## config.mk

```make
export PLATFORM = sky130hd
export DESIGN_NAME = genexu_mul_div_pipe
export DESIGN_NICKNAME = d
export VERILOG_FILES = /design/src/rtl/genexu_mul_div_pipe.sv
export SDC_FILE = /design/constraint.sdc
export NUM_CORES = 2
export LEC_CHECK = 0
export ABC_AREA = 1
export BUFFER_PORTS_ARGS = -buffer_cell sky130_fd_sc_hd__buf_2
export CAP_MARGIN = 20
export CORE_ASPECT_RATIO = 1.75
export CORE_UTILIZATION = 40
export DETAILED_ROUTE_END_ITERATION = 8
export PLACE_DENSITY = 0.64
export SLEW_MARGIN = 20
export SYNTH_ARGS = -nofsm -noshare
export SYNTH_HDL_FRONTEND = slang
export SYNTH_SLANG_ARGS = --single-unit
```

## constraint.sdc

```tcl
create_clock -name clk_i -period 11.2 [get_ports clk_i]
set_clock_uncertainty 0.05 [all_clocks]
set_input_delay 2.24 -clock clk_i [delete_from_list [all_inputs] [get_ports clk_i]]
set_output_delay 2.24 -clock clk_i [all_outputs]
set_load 0.05 [all_outputs]
```

## src/rtl/genexu_mul_div_pipe.sv

```systemverilog
// genexu_mul_div_pipe
// RISC-V M-extension execution unit. It has a pipelined multiplier, an
// iterative radix-2 restoring divider and an in-order result FIFO.
// Admission is credit based, so a stalled consumer never causes a result
// to be dropped.
//
// Ports:
//   clk_i, rst_i        clock, synchronous active-high reset
//   req_i / req_ack_o   request handshake (accepted when both are high)
//   req_opcode_bi       0 MUL, 1 MULH, 2 MULHSU, 3 MULHU,
//                       4 DIV, 5 DIVU, 6 REM, 7 REMU
//   req_src0_bi/1_bi    rs1 / rs2 operands
//   req_tag_bi          opaque tag, returned with the result
//   resp_req_o / resp_ack_i   response handshake (FIFO head)
//   resp_wdata_bo       result
//   resp_tag_bo         tag of the result
//   busy_o              any op in flight, or results still queued
module genexu_mul_div_pipe #(
   parameter int XLEN       = 32,
   parameter int MUL_STAGES = 2,
   parameter int RESP_DEPTH = 4,
   parameter int TAG_W      = 4
) (
   input  logic             clk_i,
   input  logic             rst_i,
   input  logic             req_i,
   output logic             req_ack_o,
   input  logic [2:0]       req_opcode_bi,
   input  logic [XLEN-1:0]  req_src0_bi,
   input  logic [XLEN-1:0]  req_src1_bi,
   input  logic [TAG_W-1:0] req_tag_bi,
   output logic             resp_req_o,
   input  logic             resp_ack_i,
   output logic [XLEN-1:0]  resp_wdata_bo,
   output logic [TAG_W-1:0] resp_tag_bo,
   output logic             busy_o
);

   localparam int PTR_W  = $clog2(RESP_DEPTH);
   localparam int CNT_W  = PTR_W + 1;
   localparam int PIPE_N = (MUL_STAGES > 1) ? MUL_STAGES - 1 : 1;
   localparam int INF_W  = $clog2(RESP_DEPTH + PIPE_N + 2) + 1;
   localparam int ITER_W = $clog2(XLEN);

   typedef enum logic [1:0] {DIV_IDLE, DIV_ITER, DIV_DONE} div_state_e;

   div_state_e div_state_q, div_state_d;

   logic [PIPE_N-1:0] mul_vld_q, mul_vld_d;
   logic [XLEN-1:0]   mul_data_q [PIPE_N];
   logic [XLEN-1:0]   mul_data_d [PIPE_N];
   logic [TAG_W-1:0]  mul_tag_q  [PIPE_N];
   logic [TAG_W-1:0]  mul_tag_d  [PIPE_N];

   logic [XLEN-1:0]   div_quot_q, div_quot_d;
   logic [XLEN-1:0]   div_rem_q, div_rem_d;
   logic [XLEN-1:0]   div_divisor_q, div_divisor_d;
   logic [ITER_W-1:0] div_cnt_q, div_cnt_d;
   logic              div_neg_q_q, div_neg_q_d;
   logic              div_neg_r_q, div_neg_r_d;
   logic              div_is_rem_q, div_is_rem_d;
   logic [TAG_W-1:0]  div_tag_q, div_tag_d;

   logic [CNT_W-1:0]  wr_ptr_q, wr_ptr_d;
   logic [CNT_W-1:0]  rd_ptr_q, rd_ptr_d;
   logic [XLEN-1:0]   fifo_data_q [RESP_DEPTH];
   logic [TAG_W-1:0]  fifo_tag_q  [RESP_DEPTH];

   logic              is_mul_op, mul_sa, mul_sb, mul_fire, div_fire;
   logic [2*XLEN-1:0] mul_a_ext, mul_b_ext, mul_prod;
   logic [XLEN-1:0]   mul_res;
   logic              mul_out_vld;
   logic [XLEN-1:0]   mul_out_data;
   logic [TAG_W-1:0]  mul_out_tag;
   logic              div_signed, a_neg, b_neg, div_zero, div_ovf;
   logic [XLEN-1:0]   a_mag, b_mag;
   logic [XLEN:0]     div_shift, div_diff;
   logic              div_out_vld;
   logic [XLEN-1:0]   div_out_data, q_fin, r_fin;
   logic [CNT_W-1:0]  fifo_cnt;
   logic              fifo_empty, fifo_full, fifo_push, fifo_pop;
   logic [XLEN-1:0]   push_data;
   logic [TAG_W-1:0]  push_tag;
   logic [INF_W-1:0]  inflight;
   logic              mul_pipe_empty, div_idle;

   // Request decode and operand conditioning shared by both units.
   // Divider magnitudes are taken here so that the iteration itself is
   // always unsigned; the result signs are recorded separately.
   always_comb begin
      is_mul_op  = ~req_opcode_bi[2];
      mul_sa     = (req_opcode_bi == 3'd1) || (req_opcode_bi == 3'd2);
      mul_sb     = (req_opcode_bi == 3'd1);
      div_signed = req_opcode_bi[2] & ~req_opcode_bi[0];
      a_neg      = div_signed & req_src0_bi[XLEN-1];
      b_neg      = div_signed & req_src1_bi[XLEN-1];
      a_mag      = a_neg ? -req_src0_bi : req_src0_bi;
      b_mag      = b_neg ? -req_src1_bi : req_src1_bi;
      div_zero   = (req_src1_bi == '0);
      div_ovf    = div_signed && (req_src0_bi == {1'b1, {(XLEN-1){1'b0}}})
                   && (req_src1_bi == '1);
      mul_a_ext  = {{XLEN{mul_sa & req_src0_bi[XLEN-1]}}, req_src0_bi};
      mul_b_ext  = {{XLEN{mul_sb & req_src1_bi[XLEN-1]}}, req_src1_bi};
      mul_prod   = mul_a_ext * mul_b_ext;
      mul_res    = (req_opcode_bi == 3'd0) ? mul_prod[XLEN-1:0]
                                           : mul_prod[2*XLEN-1:XLEN];
   end

   // Credit accounting. Everything that will eventually occupy a FIFO slot
   // counts against the FIFO depth. A pop in this cycle is deliberately
   // ignored, so credit returns one cycle after the pop.
   // Ordering rules: a MUL may overtake nothing (divider must be idle) and
   // a DIV must wait for the multiplier pipe to drain.
   always_comb begin
      inflight = '0;
      for (int i = 0; i < PIPE_N; i++) begin
         inflight = inflight + INF_W'(mul_vld_q[i]);
      end
      inflight       = inflight + INF_W'(!div_idle) + INF_W'(fifo_cnt);
      mul_pipe_empty = (mul_vld_q == '0);
      div_idle       = (div_state_q == DIV_IDLE);
      req_ack_o      = !rst_i && (inflight < INF_W'(RESP_DEPTH)) && div_idle
                       && (is_mul_op || mul_pipe_empty);
      mul_fire       = req_i && req_ack_o && is_mul_op;
      div_fire       = req_i && req_ack_o && !is_mul_op;
   end

   // Multiplier pipe. The product is formed at the input and carried down
   // MUL_STAGES-1 registers; the FIFO write acts as the final stage.
   always_comb begin
      mul_vld_d[0]  = (MUL_STAGES > 1) ? mul_fire : 1'b0;
      mul_data_d[0] = mul_res;
      mul_tag_d[0]  = req_tag_bi;
      for (int i = 1; i < PIPE_N; i++) begin
         mul_vld_d[i]  = mul_vld_q[i-1];
         mul_data_d[i] = mul_data_q[i-1];
         mul_tag_d[i]  = mul_tag_q[i-1];
      end
   end

   // With a single stage the product goes straight into the FIFO in the
   // accept cycle; otherwise it leaves from the last pipe register.
   generate
      if (MUL_STAGES == 1) begin : g_mul_comb
         assign mul_out_vld  = mul_fire;
         assign mul_out_data = mul_res;
         assign mul_out_tag  = req_tag_bi;
      end else begin : g_mul_reg
         assign mul_out_vld  = mul_vld_q[PIPE_N-1];
         assign mul_out_data = mul_data_q[PIPE_N-1];
         assign mul_out_tag  = mul_tag_q[PIPE_N-1];
      end
   endgenerate

   // Divider next-state logic. Divide-by-zero and signed overflow have
   // fixed answers and skip the iteration entirely.
   always_comb begin
      div_state_d = div_state_q;
      case (div_state_q)
         DIV_IDLE: if (div_fire) div_state_d = (div_zero || div_ovf) ? DIV_DONE : DIV_ITER;
         DIV_ITER: if (div_cnt_q == '0) div_state_d = DIV_DONE;
         DIV_DONE: div_state_d = DIV_IDLE;
         default:  div_state_d = DIV_IDLE;
      endcase
   end

   // Divider datapath. quot holds the remaining dividend bits on the left
   // and collects quotient bits on the right, one restoring step per cycle.
   // Special cases preload the final quotient/remainder with signs off.
   always_comb begin
      div_quot_d    = div_quot_q;
      div_rem_d     = div_rem_q;
      div_divisor_d = div_divisor_q;
      div_cnt_d     = div_cnt_q;
      div_neg_q_d   = div_neg_q_q;
      div_neg_r_d   = div_neg_r_q;
      div_is_rem_d  = div_is_rem_q;
      div_tag_d     = div_tag_q;
      div_shift     = {div_rem_q, div_quot_q[XLEN-1]};
      div_diff      = div_shift - {1'b0, div_divisor_q};
      if (div_state_q == DIV_IDLE && div_fire) begin
         div_tag_d     = req_tag_bi;
         div_is_rem_d  = req_opcode_bi[1];
         div_cnt_d     = ITER_W'(XLEN - 1);
         div_divisor_d = b_mag;
         if (div_zero) begin
            div_quot_d  = '1;
            div_rem_d   = req_src0_bi;
            div_neg_q_d = 1'b0;
            div_neg_r_d = 1'b0;
         end else if (div_ovf) begin
            div_quot_d  = req_src0_bi;
            div_rem_d   = '0;
            div_neg_q_d = 1'b0;
            div_neg_r_d = 1'b0;
         end else begin
            div_quot_d  = a_mag;
            div_rem_d   = '0;
            div_neg_q_d = a_neg ^ b_neg;
            div_neg_r_d = a_neg;
         end
      end else if (div_state_q == DIV_ITER) begin
         div_cnt_d = div_cnt_q - 1'b1;
         if (!div_diff[XLEN]) begin
            div_rem_d  = div_diff[XLEN-1:0];
            div_quot_d = {div_quot_q[XLEN-2:0], 1'b1};
         end else begin
            div_rem_d  = div_shift[XLEN-1:0];
            div_quot_d = {div_quot_q[XLEN-2:0], 1'b0};
         end
      end
   end

   // Divider output: restore signs and pick quotient or remainder.
   always_comb begin
      div_out_vld  = (div_state_q == DIV_DONE);
      q_fin        = div_neg_q_q ? -div_quot_q : div_quot_q;
      r_fin        = div_neg_r_q ? -div_rem_q : div_rem_q;
      div_out_data = div_is_rem_q ? r_fin : q_fin;
   end

   // Result FIFO control. The ordering rules guarantee the multiplier and
   // divider never write in the same cycle, so a simple mux is enough.
   always_comb begin
      fifo_cnt   = wr_ptr_q - rd_ptr_q;
      fifo_empty = (fifo_cnt == '0);
      fifo_full  = (fifo_cnt == CNT_W'(RESP_DEPTH));
      fifo_push  = mul_out_vld || div_out_vld;
      fifo_pop   = resp_ack_i && !fifo_empty;
      push_data  = mul_out_vld ? mul_out_data : div_out_data;
      push_tag   = mul_out_vld ? mul_out_tag : div_out_tag_w();
      wr_ptr_d   = wr_ptr_q + CNT_W'(fifo_push);
      rd_ptr_d   = rd_ptr_q + CNT_W'(fifo_pop);
   end

   function automatic logic [TAG_W-1:0] div_out_tag_w();
      return div_tag_q;
   endfunction

   assign resp_req_o    = !fifo_empty;
   assign resp_wdata_bo = fifo_data_q[rd_ptr_q[PTR_W-1:0]];
   assign resp_tag_bo   = fifo_tag_q[rd_ptr_q[PTR_W-1:0]];
   assign busy_o        = (mul_vld_q != '0) || !div_idle || !fifo_empty;

   // State registers. Reset drops every in-flight op and empties the FIFO.
   always_ff @(posedge clk_i) begin
      if (rst_i) begin
         div_state_q   <= DIV_IDLE;
         mul_vld_q     <= '0;
         wr_ptr_q      <= '0;
         rd_ptr_q      <= '0;
         div_quot_q    <= '0;
         div_rem_q     <= '0;
         div_divisor_q <= '0;
         div_cnt_q     <= '0;
         div_neg_q_q   <= 1'b0;
         div_neg_r_q   <= 1'b0;
         div_is_rem_q  <= 1'b0;
         div_tag_q     <= '0;
         for (int i = 0; i < PIPE_N; i++) begin
            mul_data_q[i] <= '0;
            mul_tag_q[i]  <= '0;
         end
      end else begin
         div_state_q   <= div_state_d;
         mul_vld_q     <= mul_vld_d;
         wr_ptr_q      <= wr_ptr_d;
         rd_ptr_q      <= rd_ptr_d;
         div_quot_q    <= div_quot_d;
         div_rem_q     <= div_rem_d;
         div_divisor_q <= div_divisor_d;
         div_cnt_q     <= div_cnt_d;
         div_neg_q_q   <= div_neg_q_d;
         div_neg_r_q   <= div_neg_r_d;
         div_is_rem_q  <= div_is_rem_d;
         div_tag_q     <= div_tag_d;
         for (int i = 0; i < PIPE_N; i++) begin
            mul_data_q[i] <= mul_data_d[i];
            mul_tag_q[i]  <= mul_tag_d[i];
         end
      end
   end

   // FIFO storage needs no reset; validity comes from the pointers.
   // Credit must make a push into a full FIFO without a pop impossible.
   always_ff @(posedge clk_i) begin
      if (!rst_i && fifo_push) begin
         fifo_data_q[wr_ptr_q[PTR_W-1:0]] <= push_data;
         fifo_tag_q[wr_ptr_q[PTR_W-1:0]]  <= push_tag;
      end
      if (!rst_i) begin
         a_fifo_no_overflow: assert (!(fifo_push && fifo_full && !fifo_pop));
      end
   end

endmodule

```

==> reports/qor.yml <==
yosys:
  synth_xor_xnor_area_share: 0.0126
  synth_edf_count: 144
  synthMuxAreaShare: 0
  synth_flop_cell: "dfxtp_1"
  synthTopCellsByArea: "fa_1 (39%), inv_1 (12%), nand2_1 (11%)"
  synth_compound_area_frac: 0.0789
  synth_fa_ha_area_frac: 0.443
  synth_top_family_by_area: "adder cells"
  syn_area_per_cell_um2: 7.65
  synth_seq_cells: 297
  synth_top_area_frac: 0.388
  synth_warnings: 0
  async_flop_share: 0
  ys_types: 52
  postSynthCellCount: 7610
  syn_nets: 9069
  syn-cell-area_um2: 58200
  synthSimpleGateAreaFrac: 0.188
  synth_top_area_cell: "fa_1"
  synth_seq_area_share: 0.127
setup_path:
  crit_path_start_kind: "input port"
  rrSetupSlack_ns: 6.16
  arrival_ns: 10.78
  crit_fanout: 12
  crit_type: "in -> reg"
  cp-end-kind: "register"
  critPathRequiredTime_ns: 11.63
timing:
  fin_tns_setup_ns: 0
  hold_viol: 0
  fmax_mhz: 96.6
  timing.hold.ws_ns: 0.403
  fin_crit_sh: 0.924
  setup_viol: 0
  rsz0062_at_grt: "false"
  period_needed_ns: 10.35
  worstMarginPinSlew_ns: 1.15
  final-max-slew-violation-count: 0
  max_slew_margin: 0.228
run_status:
  status: "complete, no violations"
placed_design:
  dp_hpwl_um: 196000
  routabilityCongestion: 1.11
  dpl.cell_count: 9397
  place_area_um2: 61100
  numPortBuffers: 113
route:
  viasPerCell: 5.50
  final_antenna_net_count: 0
  drt-wirelength-per-cell_um: 25.9
  drc: 0
  routed_wl_um: 245000
  firstDrtPassIters: 6
  vias: 52000
  drt-initial-drc-count: 4062
layout:
  fin_area_um2: 62000
  fin_nets: 9028
  instances_no_fill: 9459
  drive_above_1_share: 0.0573
  areaGrowthSynthToFinish_pct: 6.48
global_routing:
  grt_pass1_vias: 55700
  grt_pass1_wl_um: 359000
  grt_use_total: 0.336
  grt_start_max_net_pins: 81
  antenna_found_initial: 19
  gr-total-overflow: 0
clocking:
  htreeDepth: 1
  cts_hold_buf: 0
  cts_resized: 0
  cts-root-buf: "clkbuf_16"
  clockBufferDepth: 3
  cts_setup_buffers: 0
  insertion_delay_ns: 0.63
  cts_tree: "done"
  numCtsBuffers: 29
  cts.clk_slew.worst_paths_ns: 0.07
  clkSinkCount: 297
min_path:
  hp-class: "reg -> reg"
floorplanning:
  start_util: 0.404
  core-area_um2: 144000
  num_rows: 184
  ios: 114
  die-width_um: 290
  die_h_um: 507
  dieArea_um2: 147000
flow_run:
  cap_violations: 0
cells in the final DEF, fill, tap and decap left out, types with 4 or more instances in the layout:
cell,synthesis,layout
nor3_2,4,5
o21bai_1,21,21
xor2_1,63,63
o211ai_1,20,20
nand4_1,55,55
xnor2_1,21,21
clkinv_1,4,7
o21a_1,6,6
clkbuf_16,0,29
buf_2,39,113
o21ai_2,9,9
clkinv_2,1,6
nor2_2,19,19
nand2_1,1762,1762
a21oi_2,21,22
o21ai_1,6,6
nor4_1,17,17
a31oi_1,29,29
inv_2,8,9
nand3b_1,6,6
edfxtp_1,144,144
and3_1,4,4
o22ai_1,41,41
buf_4,5,183
ha_1,257,257
nand2_2,6,6
buf_12,0,4
o21ai_0,375,375
diode_2,0,7
inv_1,1904,1904
nor3_4,1,4
dfxtp_1,153,152
nor2_1,494,494
a21o_1,6,6
inv_6,0,4
fa_1,1127,1127
nor3_1,41,37
a21oi_1,300,299
nand3_1,287,287
or2_2,4,4
state kept, by name, indices dropped and copies added, names as in the netlist:
| name | count |
|---|---|
| div_rem_q | 32 |
| wr_ptr_q | 3 |
| div_state_q | 2 |
| div_cnt_q | 5 |
| div_quot_q | 32 |
| fifo_data_q | 128 |
| div_is_rem_q | 1 |
| fifo_tag_q | 16 |
| div_neg_r_q | 1 |
| div_neg_q_q | 1 |
| div_divisor_q | 32 |
| rd_ptr_q | 3 |
| mul_data_q | 32 |
| mul_out_vld | 1 |
| mul_tag_q | 4 |
| div_tag_q | 4 |
Yosys cell counts (29+ instances only):
| cell type | n |
|---|---|
| a21oi_1 | 300 |
| a31oi_1 | 29 |
| buf_1 | 107 |
| buf_2 | 39 |
| clkbuf_1 | 211 |
| dfxtp_1 | 153 |
| edfxtp_1 | 144 |
| fa_1 | 1127 |
| ha_1 | 257 |
| inv_1 | 1904 |
| nand2_1 | 1762 |
| nand3_1 | 287 |
| nand4_1 | 55 |
| nor2_1 | 494 |
| nor3_1 | 41 |
| o21ai_0 | 375 |
| o22ai_1 | 41 |
| xor2_1 | 63 |
per-stage QoR:
stage	util	setup WS [ns]
CTS	0.430	1.00
floorplan	-	1.40
global placement	0.423	0.362
detailed placement	0.424	0.356
finish	0.430	0.850
global route	0.430	0.426
cell type report:
type | count | area, um2
Inverter | 1917 | 7200
Fill cell | 14600 | 82100
Sequential cell | 297 | 7390
Antenna cell | 7 | 17.5
Multi-Input combinational cell | 5022 | 42100
Clock inverter | 23 | 170
Tap cell | 1860 | 2330
Timing Repair Buffer | 302 | 2040
Clock buffer | 31 | 733
final timing paths:
path | startpoint | end | cells after the start
min reg2reg | div_tag_q[1]$_SDFFE_PP0P_ | div_tag_q[1]$_SDFFE_PP0P_ | 2
min | div_tag_q[1]$_SDFFE_PP0P_ | div_tag_q[1]$_SDFFE_PP0P_ | 2
max | req_opcode_bi[2] | mul_data_q[0][27]$_SDFF_PP0_ | 28
max reg2reg | rd_ptr_q[0]$_SDFF_PP0_ | div_rem_q[1]$_SDFFE_PP0P_ | 11
worst max-delay path: stages:
cell and delay (ns):
buf_2 0.16, nor2_1 0.16, nand2_1 0.12, nand2_1 0.31, nand2_1 0.36, clkinv_1 0.28
nand2_1 0.18, fa_1 0.77, fa_1 0.56, fa_1 0.60, fa_1 0.50, inv_1 0.52
fa_1 0.56, fa_1 0.52, fa_1 0.49, inv_1 0.05, fa_1 0.47, inv_1 0.04
ha_1 0.39, inv_1 0.13, o21ai_0 0.31, a21oi_1 0.11, o21bai_1 0.47, a21oi_1 0.13
nand3_1 0.12, nand2_1 0.06, nand3_1 0.08, a21oi_1 0.07
cell families after synthesis:
kind of cell	Yosys count
AND/OR/NAND/NOR	2709
buffers and inverters	2291
AO/OA/AOI/OAI	845
flip-flops	297
adder cells (fa/ha/maj)	1384
XOR/XNOR	84
per-layer routing:
layer  track usage  vias up  part of all wire
li1              -    22500                 -
met1         0.329    25700              0.31
met2         0.582     2694              0.49
met3        0.0707     1161             0.080
met4         0.335       14              0.12
met5             0        -           0.00036
Power is left out: the tool's default activity adds up to more than one toggle a clock period on the data nets, which glitch-free logic cannot reach.
